$ cat config.mk
export PLATFORM = sky130hd
export DESIGN_NAME = ps2_code_rx
export DESIGN_NICKNAME = d
export VERILOG_FILES = /design/src/rtl/ps2_pkg.sv /design/src/rtl/ps2_in_filter.sv /design/src/rtl/ps2_code_rx.sv
export SDC_FILE = /design/constraint.sdc
export NUM_CORES = 1
export LEC_CHECK = 0
export BUFFER_PORTS_ARGS = -buffer_cell sky130_fd_sc_hd__buf_2
export CAP_MARGIN = 25
export CELL_PAD_IN_SITES_DETAIL_PLACEMENT = 1
export CELL_PAD_IN_SITES_GLOBAL_PLACEMENT = 1
export CORE_MARGIN = 2
export CORE_UTILIZATION = 41
export CTS_BUF_LIST = sky130_fd_sc_hd__clkbuf_8
export DETAILED_ROUTE_END_ITERATION = 8
export HOLD_SLACK_MARGIN = 0.06
export PLACE_DENSITY = 0.88
export REMOVE_ABC_BUFFERS = 1
export SYNTH_ARGS = -nofsm -noshare
export SYNTH_HDL_FRONTEND = slang
export SYNTH_HIERARCHICAL = 1
export SYNTH_SLANG_ARGS = --single-unit
$ cat constraint.sdc
create_clock -name clk -period 1.75 [get_ports clk]
set_clock_uncertainty 0.15 [all_clocks]
set_input_delay 0.0875 -clock clk [delete_from_list [all_inputs] [get_ports clk]]
set_output_delay 0.0875 -clock clk [all_outputs]
set_load 0.02 [all_outputs]
$ cat src/rtl/ps2_pkg.sv
// ps2_pkg: shared types and constants for the PS/2 keyboard receive path.
//   state_t          receiver FSM states
//   FRAME_DATA_BITS  data bits per device-to-host frame
//   START_BIT/STOP_BIT  expected framing levels
//   BREAK_PREFIX/EXT_PREFIX  scan-code prefixes for downstream decoders
package ps2_pkg;

  typedef enum logic [1:0] {
    IDLE,
    DATA,
    PARITY,
    STOP
  } state_t;

  localparam int FRAME_DATA_BITS = 8;

  localparam logic START_BIT = 1'b0;
  localparam logic STOP_BIT  = 1'b1;

  localparam logic [7:0] BREAK_PREFIX = 8'hF0;
  localparam logic [7:0] EXT_PREFIX   = 8'hE0;

endpackage

$ cat src/rtl/ps2_in_filter.sv
// ps2_in_filter: conditions the raw PS/2 lines.
//   Both lines pass a 2-FF synchronizer. The synchronized clock is debounced:
//   the filtered level follows it only after FILTER_LEN consecutive samples
//   that differ from the current filtered level.
// Ports:
//   clk, rst   system clock, synchronous active-high reset
//   ps2_clk    raw keyboard clock (asynchronous)
//   ps2_data   raw keyboard data (asynchronous)
//   data_sync  synchronized keyboard data
//   fall       one-cycle pulse when the filtered clock goes 1->0
module ps2_in_filter #(
  parameter int FILTER_LEN = 8
) (
  input  logic clk,
  input  logic rst,
  input  logic ps2_clk,
  input  logic ps2_data,
  output logic data_sync,
  output logic fall
);

  localparam int CW = $clog2(FILTER_LEN + 1);

  logic           clk_p0;
  logic           clk_p1;
  logic           dat_p0;
  logic           filt;
  logic [CW-1:0]  cnt;

  always_ff @(posedge clk) begin
    if (rst) begin
      clk_p0    <= 1'b1;
      clk_p1    <= 1'b1;
      dat_p0    <= 1'b1;
      data_sync <= 1'b1;
      filt      <= 1'b1;
      cnt       <= '0;
      fall      <= 1'b0;
    end else begin
      // synchronizer stage 0 -> stage 1
      clk_p0    <= ps2_clk;
      clk_p1    <= clk_p0;
      dat_p0    <= ps2_data;
      data_sync <= dat_p0;

      // debounce: count consecutive samples disagreeing with the filtered level;
      // a single agreeing sample restarts the count
      fall <= 1'b0;
      if (clk_p1 != filt) begin
        if (cnt == CW'(FILTER_LEN - 1)) begin
          filt <= clk_p1;
          cnt  <= '0;
          fall <= filt;  // only a 1->0 transition produces a pulse
        end else begin
          cnt <= cnt + 1'b1;
        end
      end else begin
        cnt <= '0;
      end
    end
  end

endmodule

$ cat src/rtl/ps2_code_rx.sv
// ps2_code_rx: deframes 11-bit PS/2 device-to-host frames into bytes and keeps
// a two-byte history for a 4-digit hex display.
// Optional build macro PS2_PARITY_CHECK_EN: when defined a frame is accepted
// only if data bits plus parity have odd population; otherwise parity is
// sampled and ignored.
// Ports:
//   clk, rst    system clock, synchronous active-high reset
//   ps2_clk     raw keyboard clock (asynchronous)
//   ps2_data    raw keyboard data (asynchronous)
//   code        {previous byte, latest byte}
//   byte_out    latest accepted byte
//   byte_valid  one-cycle pulse when a byte is accepted
//   frame_err   one-cycle pulse on a rejected or timed-out frame
module ps2_code_rx
  import ps2_pkg::*;
#(
  parameter int FILTER_LEN     = 8,
  parameter int TIMEOUT_CYCLES = 50000
) (
  input  logic        clk,
  input  logic        rst,
  input  logic        ps2_clk,
  input  logic        ps2_data,
  output logic [15:0] code,
  output logic [7:0]  byte_out,
  output logic        byte_valid,
  output logic        frame_err
);

`ifdef PS2_PARITY_CHECK_EN
  localparam bit PARITY_CHECK = 1'b1;
`else
  localparam bit PARITY_CHECK = 1'b0;
`endif

  localparam int TW = $clog2(TIMEOUT_CYCLES);

  logic           data_sync;
  logic           fall;
  state_t         state;
  logic [2:0]     bit_cnt;
  logic [7:0]     shreg;
  logic           par_bit;
  logic [TW-1:0]  tcnt;
  logic           accept;

  ps2_in_filter #(
    .FILTER_LEN (FILTER_LEN)
  ) u_filter (
    .clk       (clk),
    .rst       (rst),
    .ps2_clk   (ps2_clk),
    .ps2_data  (ps2_data),
    .data_sync (data_sync),
    .fall      (fall)
  );

  // evaluated in the stop-bit fall cycle
  assign accept = (data_sync == STOP_BIT) &&
                  (!PARITY_CHECK || (^{shreg, par_bit}));

  always_ff @(posedge clk) begin
    if (rst) begin
      state      <= IDLE;
      bit_cnt    <= '0;
      shreg      <= '0;
      par_bit    <= 1'b0;
      tcnt       <= '0;
      code       <= 16'h0000;
      byte_out   <= 8'h00;
      byte_valid <= 1'b0;
      frame_err  <= 1'b0;
    end else begin
      byte_valid <= 1'b0;
      frame_err  <= 1'b0;

      if (fall) begin
        // a fall always wins over a coincident timeout
        tcnt <= '0;
        unique case (state)
          IDLE: begin
            if (data_sync == START_BIT) begin
              state   <= DATA;
              bit_cnt <= '0;
            end
          end
          DATA: begin
            shreg   <= {data_sync, shreg[7:1]};  // LSB first
            bit_cnt <= bit_cnt + 1'b1;
            if (bit_cnt == 3'(FRAME_DATA_BITS - 1)) state <= PARITY;
          end
          PARITY: begin
            par_bit <= data_sync;
            state   <= STOP;
          end
          STOP: begin
            if (accept) begin
              byte_out   <= shreg;
              code       <= {code[7:0], shreg};
              byte_valid <= 1'b1;
            end else begin
              frame_err  <= 1'b1;
            end
            state <= IDLE;
          end
          default: state <= IDLE;
        endcase
      end else if (state == IDLE) begin
        tcnt <= '0;
      end else if (tcnt == TW'(TIMEOUT_CYCLES - 1)) begin
        // keyboard stopped clocking mid-frame: drop the partial byte
        state     <= IDLE;
        frame_err <= 1'b1;
        tcnt      <= '0;
      end else begin
        tcnt <= tcnt + 1'b1;
      end
    end
  end

endmodule

==> impl_metrics.toml <==
[yosys]
synth.distinct_cells = 37
ys_ff_latch = 57
ys_warn_count = 6
synthesis.area_um2 = 2350
avgSynthCellArea_um2 = 8.93
syn_inst = 263
yosysSeqAreaShare = 0.486

[cells_and_area]
final_common_cell = "dfxtp_1"
final_cells = 390
drive_above_1_share = 0.277
syn_to_final_growth_pct = 26.5
fillCellCount = 646
finalNetCount = 326
most-common-layout-cells = "56 x dfxtp_1, 46 x nand2_1, 29 x buf_2"
antenna_cells = 0

[global_routing]
first_global_vias = 2126
grt.total_usage = 0.216
grt_max_degree = 18
grt_first_pass_wirelength_mm = 10.4
grt_antenna_before_repair = 0
grt_overflow = 0

[floorplan]
fp.coreArea_um2 = 5510
start_util = 0.427
die-area_um2 = 6350
io_pins = 30
die_h_um = 79.7
row_count = 27
fp.dieW_um = 79.7

[clocking]
clock_sinks = 57
htreeDepth = 3
cts_made_buffers = 9
cts-root-buf = "clkbuf_8"
clk_path_buf_depth = 2
clk_pin_slew_worst_paths_ns = 0.07
cts_tree = "built"
clock_latency_ns = 0.34

[pwr]
powerDensity_nw_per_um2 = 959
vdd_drop_max_uv = 631
p_total_mw = 2.85
power_leakage_nw = 1.21

[timing]
slew_headroom = 0.706
worst_pin_slew_ns = 0.439
fin_crit_sh = 1.08
fin_hold_ws_ns = 0.281
fin_ws_ns = -0.140
slew_violations = 0
setup-violations-final = 18
tns_ns = -1.84
final_hold_viol_count = 0
max_freq_mhz = 529
min_period_ns = 1.89
rsz0062_at_grt = "true"

[detailed_routing]
drt_first_pass_iters = 4
vias_per_cell = 5.24
drcViolationCount = 0
wl_per_cell_um = 16.3
vias = 2044
routed_wl_mm = 6.38
drtIter0Drc = 78
drtAntennaViolNets = 0

[outcome]
violations = "negative setup slack"
status = "complete, but fails checks"

[worst_hold_path]
worst_hold_path_type = "reg2reg"

[setup_path]
worstPathArrival_ns = 1.95
end_kind = "flop"
startpoint_type = "flop"
crit_required_ns = 1.81
worstSetupPathType = "reg2reg"
crit_fanout = 14

[place]
dp_hpwl_mm = 3.75
place_congestion = 0.734
pre_cts_ws_ns = -0.263
dp.cells = 369
numPortBuffers = 29

[flow_run]
drv_cap = 0
[final timing paths]
path / start / to / slack [ns] / cells after the start
worst min-delay path: u_filter/dat_p0$_SDFF_PP1_ / u_filter/data_sync$_SDFF_PP1_ / 0.28 / 1
worst max-delay path: tcnt[12]$_SDFF_PP0_ / tcnt[12]$_SDFF_PP0_ / -0.14 / 4
worst min register to register: u_filter/dat_p0$_SDFF_PP1_ / u_filter/data_sync$_SDFF_PP1_ / 0.28 / 1
worst max register to register: tcnt[12]$_SDFF_PP0_ / tcnt[12]$_SDFF_PP0_ / -0.14 / 4
[power breakdown]
group	internal, mW	leakage (nW)	switching [mW]	total (mW)
Clock	0.945	0.115	0.568	1.51
Sequential	1.30	0.460	0.00363	1.31
Combinational	0.0145	0.631	0.0193	0.0338
[synthesized netlist by cell type]
cell | n | area [µm²]
nand3b_4 | 1 | 20.0
and3_1 | 1 | 6.26
dfxtp_1 | 57 | 1140
o21ba_1 | 1 | 10.0
or4_1 | 1 | 7.51
and3b_2 | 1 | 10.0
nor4b_2 | 1 | 15.0
xor2_1 | 5 | 43.8
nand2_2 | 1 | 6.26
nor3_1 | 8 | 40.0
or2_2 | 4 | 25.0
buf_4 | 8 | 60.1
nand4bb_4 | 1 | 27.5
xnor2_1 | 11 | 96.3
ha_1 | 9 | 113
a2111oi_0 | 1 | 8.76
or4_4 | 1 | 11.3
a211o_1 | 1 | 8.76
o21ai_0 | 2 | 10.0
nand4_1 | 4 | 25.0
and2_1 | 1 | 6.26
and3_2 | 1 | 7.51
a21boi_0 | 1 | 7.51
nand2_1 | 46 | 173
nor4_1 | 4 | 25.0
clkbuf_1 | 8 | 30.0
a31o_2 | 1 | 8.76
buf_6 | 1 | 11.3
a21oi_1 | 26 | 130
mux2i_1 | 1 | 10.0
nor2_1 | 24 | 90.1
nor3_4 | 1 | 16.3
nand3_1 | 14 | 70.1
inv_1 | 10 | 37.5
a32oi_1 | 2 | 17.5
nand4b_1 | 1 | 8.76
nand3b_1 | 2 | 15.0
[repair_timing]
item	CTS	global route
endpoints found under the setup margin	21	37
pin swaps	2	1
resized for setup	7	5
hold buffers	3	0
hold endpoints to repair	12	0
buffers inserted	1	1
[critical path, cell delays in order (launching register included)]
cell and delay [ns]:
dfxtp_2 0.33, or4_4 0.53, or4_4 0.48, nand2_4 0.18, nor2_1 0.09
[kinds of logic after synthesis]
group | after synthesis | share of synthesized area
multiplexers | 1 | 0.00426
adder cells (fa/ha/maj) | 9 | 0.0479
buffers and inverters | 27 | 0.0591
XOR/XNOR | 16 | 0.0596
AND/OR/NAND/NOR | 118 | 0.258
flip-flops | 57 | 0.486
AO/OA/AOI/OAI | 35 | 0.0857
[metrics by stage]
step	util	cell area, µm²
floorplan	-	2250
global placement	0.481	2650
detailed placement	0.481	2650
CTS	0.535	2950
global route	0.540	2970
finish	0.540	2970
[sequential cells by signal, indices dropped and copies added (netlist names)]
signal	flops
u_filter/cnt	4
u_filter/filt	1
state	2
u_filter/dat_p0	1
tcnt	16
shreg	8
u_filter/clk_p0	1
u_filter/clk_p1	1
code	16
u_filter/data_sync	1
byte_valid	1
bit_cnt	3
u_filter/fall	1
frame_err	1
[cell type report]
class	instances	area [µm²]	area share
sequential	57	1140	0.384
multi-input combinational	179	1100	0.372
timing repair buffer	56	355	0.120
clock buffer	9	124	0.0417
clock inverter	7	119	0.0400
tap	72	90.1	0.0303
inverter	10	37.5	0.0126
[layer usage]
layer	global-route usage	wire length [µm]	vias to the layer above	share of wire
li1	-	-	985	-
met1	0.254	2730	995	0.43
met2	0.357	3280	49	0.51
met3	0.0577	244	15	0.038
met4	0.114	121	0	0.019
met5	0	0	-	0
(Power assumes the default switching activity.)
